==> src/rtl/hash_msg_feeder.sv <==
// hash_msg_feeder: buffers host message bytes in a small FIFO and streams
// them to a hash core, then waits for the digest, compares it against the
// expected value and reports completion with done/match/err.
module hash_msg_feeder #(
  parameter int FIFO_DEPTH = 16,
  parameter int TIMEOUT    = 1024
) (
  input  logic        clk,
  input  logic        rst_n,
  input  logic        wr_en,
  input  logic [7:0]  wr_data,
  output logic        fifo_full,
  input  logic        start,
  input  logic [63:0] msg_len,
  input  logic [31:0] exp_digest,
  output logic        busy,
  output logic        M_valid,
  output logic [7:0]  M,
  output logic [63:0] C_in,
  input  logic        hash_ready,
  input  logic [31:0] digest,
  output logic        done,
  output logic [31:0] digest_out,
  output logic        match,
  output logic        err
);

  localparam int AW = $clog2(FIFO_DEPTH);
  localparam int CW = AW + 1;
  localparam int TW = (TIMEOUT > 1) ? $clog2(TIMEOUT) : 1;
  localparam logic [CW-1:0] DEPTH_C = CW'(FIFO_DEPTH);
  // Last timeout count value: WAIT_DIG may last at most TIMEOUT cycles.
  localparam logic [TW-1:0] TLAST_C = TW'(TIMEOUT - 1);

  typedef enum logic [1:0] {
    IDLE     = 2'd0,
    SEND     = 2'd1,
    WAIT_DIG = 2'd2,
    FIN      = 2'd3
  } state_t;

  state_t        state_r;
  logic [7:0]    mem_r [FIFO_DEPTH];
  logic [AW-1:0] wr_ptr_r;
  logic [AW-1:0] rd_ptr_r;
  logic [CW-1:0] count_r;
  logic [63:0]   c_in_r;
  logic [31:0]   exp_r;
  logic [63:0]   byte_cnt_r;
  logic [TW-1:0] tcnt_r;
  logic          abort_r;
  logic          done_r;
  logic          err_r;
  logic          match_r;
  logic [31:0]   digest_out_r;
  logic [7:0]    m_last_r;
  logic          push_s;
  logic          pop_s;
  logic          empty_s;

  assign empty_s   = (count_r == {CW{1'b0}});
  assign fifo_full = (count_r == DEPTH_C);
  assign push_s    = wr_en && !fifo_full;
  // A byte leaves the FIFO in the same cycle it is presented on M.
  assign pop_s     = (state_r == SEND) && !empty_s;

  assign busy       = (state_r != IDLE);
  assign M_valid    = pop_s;
  // During stall bubbles M keeps showing the last byte that was sent.
  assign M          = pop_s ? mem_r[rd_ptr_r] : m_last_r;
  assign C_in       = c_in_r;
  assign done       = done_r;
  assign err        = err_r;
  assign match      = match_r;
  assign digest_out = digest_out_r;

  // FIFO storage: data array needs no reset, occupancy is tracked by count_r.
  always_ff @(posedge clk) begin
    if (push_s) begin
      mem_r[wr_ptr_r] <= wr_data;
    end
  end

  // FIFO pointers and occupancy; pointers wrap naturally (power-of-two depth).
  always_ff @(posedge clk) begin
    if (!rst_n) begin
      wr_ptr_r <= {AW{1'b0}};
      rd_ptr_r <= {AW{1'b0}};
      count_r  <= {CW{1'b0}};
    end else begin
      if (push_s) begin
        wr_ptr_r <= wr_ptr_r + AW'(1);
      end
      if (pop_s) begin
        rd_ptr_r <= rd_ptr_r + AW'(1);
      end
      case ({push_s, pop_s})
        2'b10:   count_r <= count_r + CW'(1);
        2'b01:   count_r <= count_r - CW'(1);
        default: count_r <= count_r;
      endcase
    end
  end

  // Job sequencer: latch job, stream bytes, await digest, report result.
  always_ff @(posedge clk) begin
    if (!rst_n) begin
      state_r      <= IDLE;
      c_in_r       <= 64'd0;
      exp_r        <= 32'd0;
      byte_cnt_r   <= 64'd0;
      tcnt_r       <= {TW{1'b0}};
      abort_r      <= 1'b0;
      done_r       <= 1'b0;
      err_r        <= 1'b0;
      match_r      <= 1'b0;
      digest_out_r <= 32'd0;
      m_last_r     <= 8'd0;
    end else begin
      done_r <= 1'b0;
      err_r  <= 1'b0;
      if (pop_s) begin
        m_last_r <= mem_r[rd_ptr_r];
      end
      case (state_r)
        IDLE: begin
          if (start) begin
            if (msg_len != 64'd0) begin
              c_in_r     <= msg_len;
              exp_r      <= exp_digest;
              byte_cnt_r <= 64'd0;
              match_r    <= 1'b0;
              abort_r    <= 1'b0;
              state_r    <= SEND;
            end else begin
              // Empty message is rejected without starting a job.
              err_r <= 1'b1;
            end
          end
        end
        SEND: begin
          // hash_ready is deliberately not looked at here.
          if (pop_s) begin
            if (byte_cnt_r == (c_in_r - 64'd1)) begin
              tcnt_r  <= {TW{1'b0}};
              state_r <= WAIT_DIG;
            end else begin
              byte_cnt_r <= byte_cnt_r + 64'd1;
            end
          end
        end
        WAIT_DIG: begin
          if (hash_ready) begin
            digest_out_r <= digest;
            match_r      <= (digest == exp_r);
            state_r      <= FIN;
          end else if (tcnt_r == TLAST_C) begin
            digest_out_r <= 32'd0;
            match_r      <= 1'b0;
            abort_r      <= 1'b1;
            state_r      <= FIN;
          end else begin
            tcnt_r <= tcnt_r + TW'(1);
          end
        end
        FIN: begin
          done_r  <= 1'b1;
          err_r   <= abort_r;
          state_r <= IDLE;
        end
        default: begin
          state_r <= IDLE;
        end
      endcase
    end
  end

endmodule

==> config.mk <==
export PLATFORM = sky130hd
export DESIGN_NAME = hash_msg_feeder
export DESIGN_NICKNAME = d
export VERILOG_FILES = /design/src/rtl/hash_msg_feeder.sv
export SDC_FILE = /design/constraint.sdc
export NUM_CORES = 1
export LEC_CHECK = 0
export BUFFER_PORTS_ARGS = -buffer_cell sky130_fd_sc_hd__clkbuf_2
export CORE_AREA = 8 8 208 210
export DETAILED_ROUTE_END_ITERATION = 12
export DIE_AREA = 0 0 216 218
export PLACE_DENSITY = 0.66
export SETUP_SLACK_MARGIN = 0.05
export SKIP_LAST_GASP = 1
export SYNTH_ARGS = -nofsm -noshare
export SYNTH_HDL_FRONTEND = slang
export SYNTH_SLANG_ARGS = --single-unit
==> constraint.sdc <==
create_clock -name clk -period 7.5 [get_ports clk]
set_clock_uncertainty 0.05 [all_clocks]
set_input_delay 2.25 -clock clk [delete_from_list [all_inputs] [get_ports clk]]
set_output_delay 2.25 -clock clk [all_outputs]
set_load 0.1 [all_outputs]
==> results.yml <==
outcome:
  outcome: "completed"
cts:
  cts_made_buffers: 41
  hold_buffers: 0
  post_cts_buffers: 0
  cts_sinks: 361
  cts_resized: 0
  clk_pin_slew_worst_paths_ns: 0.06
  clk_path_buf_depth: 3
  ctsHtreeMaxLevel: 2
  cts_tree: "yes"
  root_buffer: "clkbuf_16"
  clk_latency_ns: 0.57
floorplan:
  die_area_um2: 47100
  io_pins: 251
  fp.dieH_um: 218
  rows: 74
  core_um2: 40200
  die_w_um: 216
  initial_core_util_pct: 45.0
timing:
  fmax_mhz: 170
  fin_ws_ns: 1.60
  final_max_slew_viol_count: 0
  finalCritPeriodShare_pct: 78.6
  setup_viol: 0
  grt_setup_unrepaired: "no"
  layout_min_cycle_time_ns: 5.90
  slew_headroom_pct: 22.6
  fin_setup_tns_ns: 0
  final-hold-violation-count: 0
  tightest_slew_ns: 1.15
logic_synthesis:
  yosysTopAreaCell: "dfxtp_1"
  synthTopCellsByCount: "nand2_1, dfxtp_1, edfxtp_1, a21boi_0, clkbuf_1"
  synth_most_common_cell: "nand2_1"
  yosysSeqAreaShare_pct: 47.1
  synthFlopType: "dfxtp_1"
  synth_edf_count: 128
  synth_seq_cells: 361
  synth_area_leaders: "dfxtp_1, edfxtp_1, nand2_1, mux4_2, a21boi_0"
  synth_cell_types: 74
  syn_inst: 1834
  syn-num-nets: 1992
  syn_area_um2: 18100
  synth_top_cell_area_share_pct: 25.8
  syn-mean-instance-area_um2: 9.86
  ys_warn_count: 0
  synth-async-reset-ratio_pct: 0
drt:
  dr.first_iter.drc_count: 1022
  highest_layer: "met5"
  wirelength_met1_um: 22300
  wl_um: 53300
  drc_errors: 0
  post_drt_wl_per_cell_um: 20.6
  met2_length_um: 26000
  vias: 14846
  via_per_inst: 5.73
  firstDrtPassIters: 5
  ant_nets: 0
  wl_met3_um: 3410
power:
  p_leak_uw: 0.00763
  power_density_nw_per_um2: 339
  vdd_drop_max_v: 0.000226
worst_setup_path:
  crit_path_end_kind: "output port"
  path_cells: "buf_4 > mux4_2 > mux4_2 > mux2_2 > clkbuf_2"
  cp_slowest_cell: "dfxtp_2"
  crit_path_max_fanout: 23
  crit_top_cell: "mux4_2"
  path_class: "flop to output port"
  cp_top_family: "multiplexers"
  critical-path-max-stage-delay_ns: 0.89
  worstPathArrival_ns: 3.60
  critical_path_buf_inv_count: 2
  cp-start-kind: "flop"
  required_ns: 5.20
placement:
  dp_slack_ns: 1.15
  dpl_cell_area_um2: 19600
  placement.io_buffers: 250
  gp_routability_congestion: 0.919
  dpl.hpwl_um: 39100
final_layout:
  fin_area_um2: 21100
  final_core_util_pct: 52.5
  drive_above_1_share_pct: 19.8
  final_nets: 2186
  syn_to_final_growth_pct: 16.7
  nFillCells: 3689
global_routing:
  grt-ovfl-total: 0
  grt_max_degree: 111
  grt_usage_pct: 21.9
  antenna_found_initial: 2
  grt_pass1_vias: 14673
  grt_pass1_wl_um: 83000
flow_run:
  cap_violations: 0
worst_hold_path:
  min_path_type: "flop to flop"
==> worst register-to-register path, stage by stage, from the launching register on <==
cell and delay, ns:
dfxtp_1 0.43, nor4_4 0.75, nand4_1 0.33, nor4_1 0.87
a31o_2 0.26, o211ai_1 0.09, nor4_1 0.87, nand2_1 0.34
o211ai_1 0.96, a2111o_1 0.28, o21ai_0 0.08
==> power breakdown <==
group | leakage [µW] | internal (µW) | switching, µW
Combinational | 0.00388 | 716 | 1860
Clock | 0.000699 | 1290 | 845
Sequential | 0.00305 | 2190 | 255
Total | 0.00763 | 4190 | 2960
==> final cells by class <==
cell class | instances | area [µm²] | share of cell area (%)
sequential | 361 | 8510 | 40.3
multi-input combinational | 1330 | 8980 | 42.6
inverter | 27 | 101 | 0.480
antenna | 1 | 2.50 | 0.0119
clock inverter | 19 | 312 | 1.48
clock buffer | 55 | 1140 | 5.40
tap | 532 | 666 | 3.16
timing repair buffer | 267 | 1380 | 6.55
==> cell families after synthesis <==
| kind of cell | after synthesis | synth area share, % |
|---|---|---|
| flops | 361 | 47.1 |
| xor+xnor | 122 | 5.91 |
| mux | 79 | 7.20 |
| simple gates | 797 | 23.0 |
| buf+inv | 143 | 3.34 |
| compound gates | 315 | 12.3 |
| fa+ha+maj | 17 | 1.22 |
==> layout by cell type (no fill, tap or decap), types with 40 or more instances in the layout <==
cell type  synthesis  layout
a21oi_1           44      44
mux4_2            40      40
nand4_1           54      54
clkbuf_16          0      41
clkbuf_2           4     249
nor2_1            64      63
nand3_1           53      53
nand2_1          300     300
a21boi_0         109     109
nor4_1            54      54
xnor2_1           81      81
dfxtp_1          233     231
nor3_1            52      52
edfxtp_1         128     128
xor2_1            41      41
==> through the flow <==
step	cells	hold WS [ns]	power [µW]
after floorplan	1834	0.402	4420
after global placement	2517	0.416	5010
after detailed placement	2517	0.425	5050
after CTS	2591	0.434	7190
after global routing	2591	0.452	7470
final	2592	0.428	7150
==> final timing paths <==
check / startpoint / to / slack [ns] / cells past startpoint
hold reg to reg: exp_r[3]$_SDFFE_PN0P_ / exp_r[3]$_SDFFE_PN0P_ / 0.43 / 2
setup / recovery: flop / M[4] / 1.60 / 5
setup reg to reg: C_in[2]$_SDFFE_PN0P_ / byte_cnt_r[15]$_SDFFE_PN0P_ / 2.07 / 10
hold / removal: exp_r[3]$_SDFFE_PN0P_ / exp_r[3]$_SDFFE_PN0P_ / 0.43 / 2
==> state kept, by name, summed over array words and instances (netlist names), named ones only <==
name and count:
mem_r 128, rd_ptr_r 4, byte_cnt_r 64, abort_r 1, state_r 2, C_in 64
tcnt_r 10, done 1, err 1, count_r 5, match 1, exp_r 32
wr_ptr_r 4, digest_out 32, m_last_r 8
==> routing by layer <==
metal,global-route usage [%],up-vias
li1,-,7119
met1,27.6,7164
met2,36.7,459
met3,4.40,102
met4,8.61,2
met5,0,-
(Power assumes the default switching activity.)
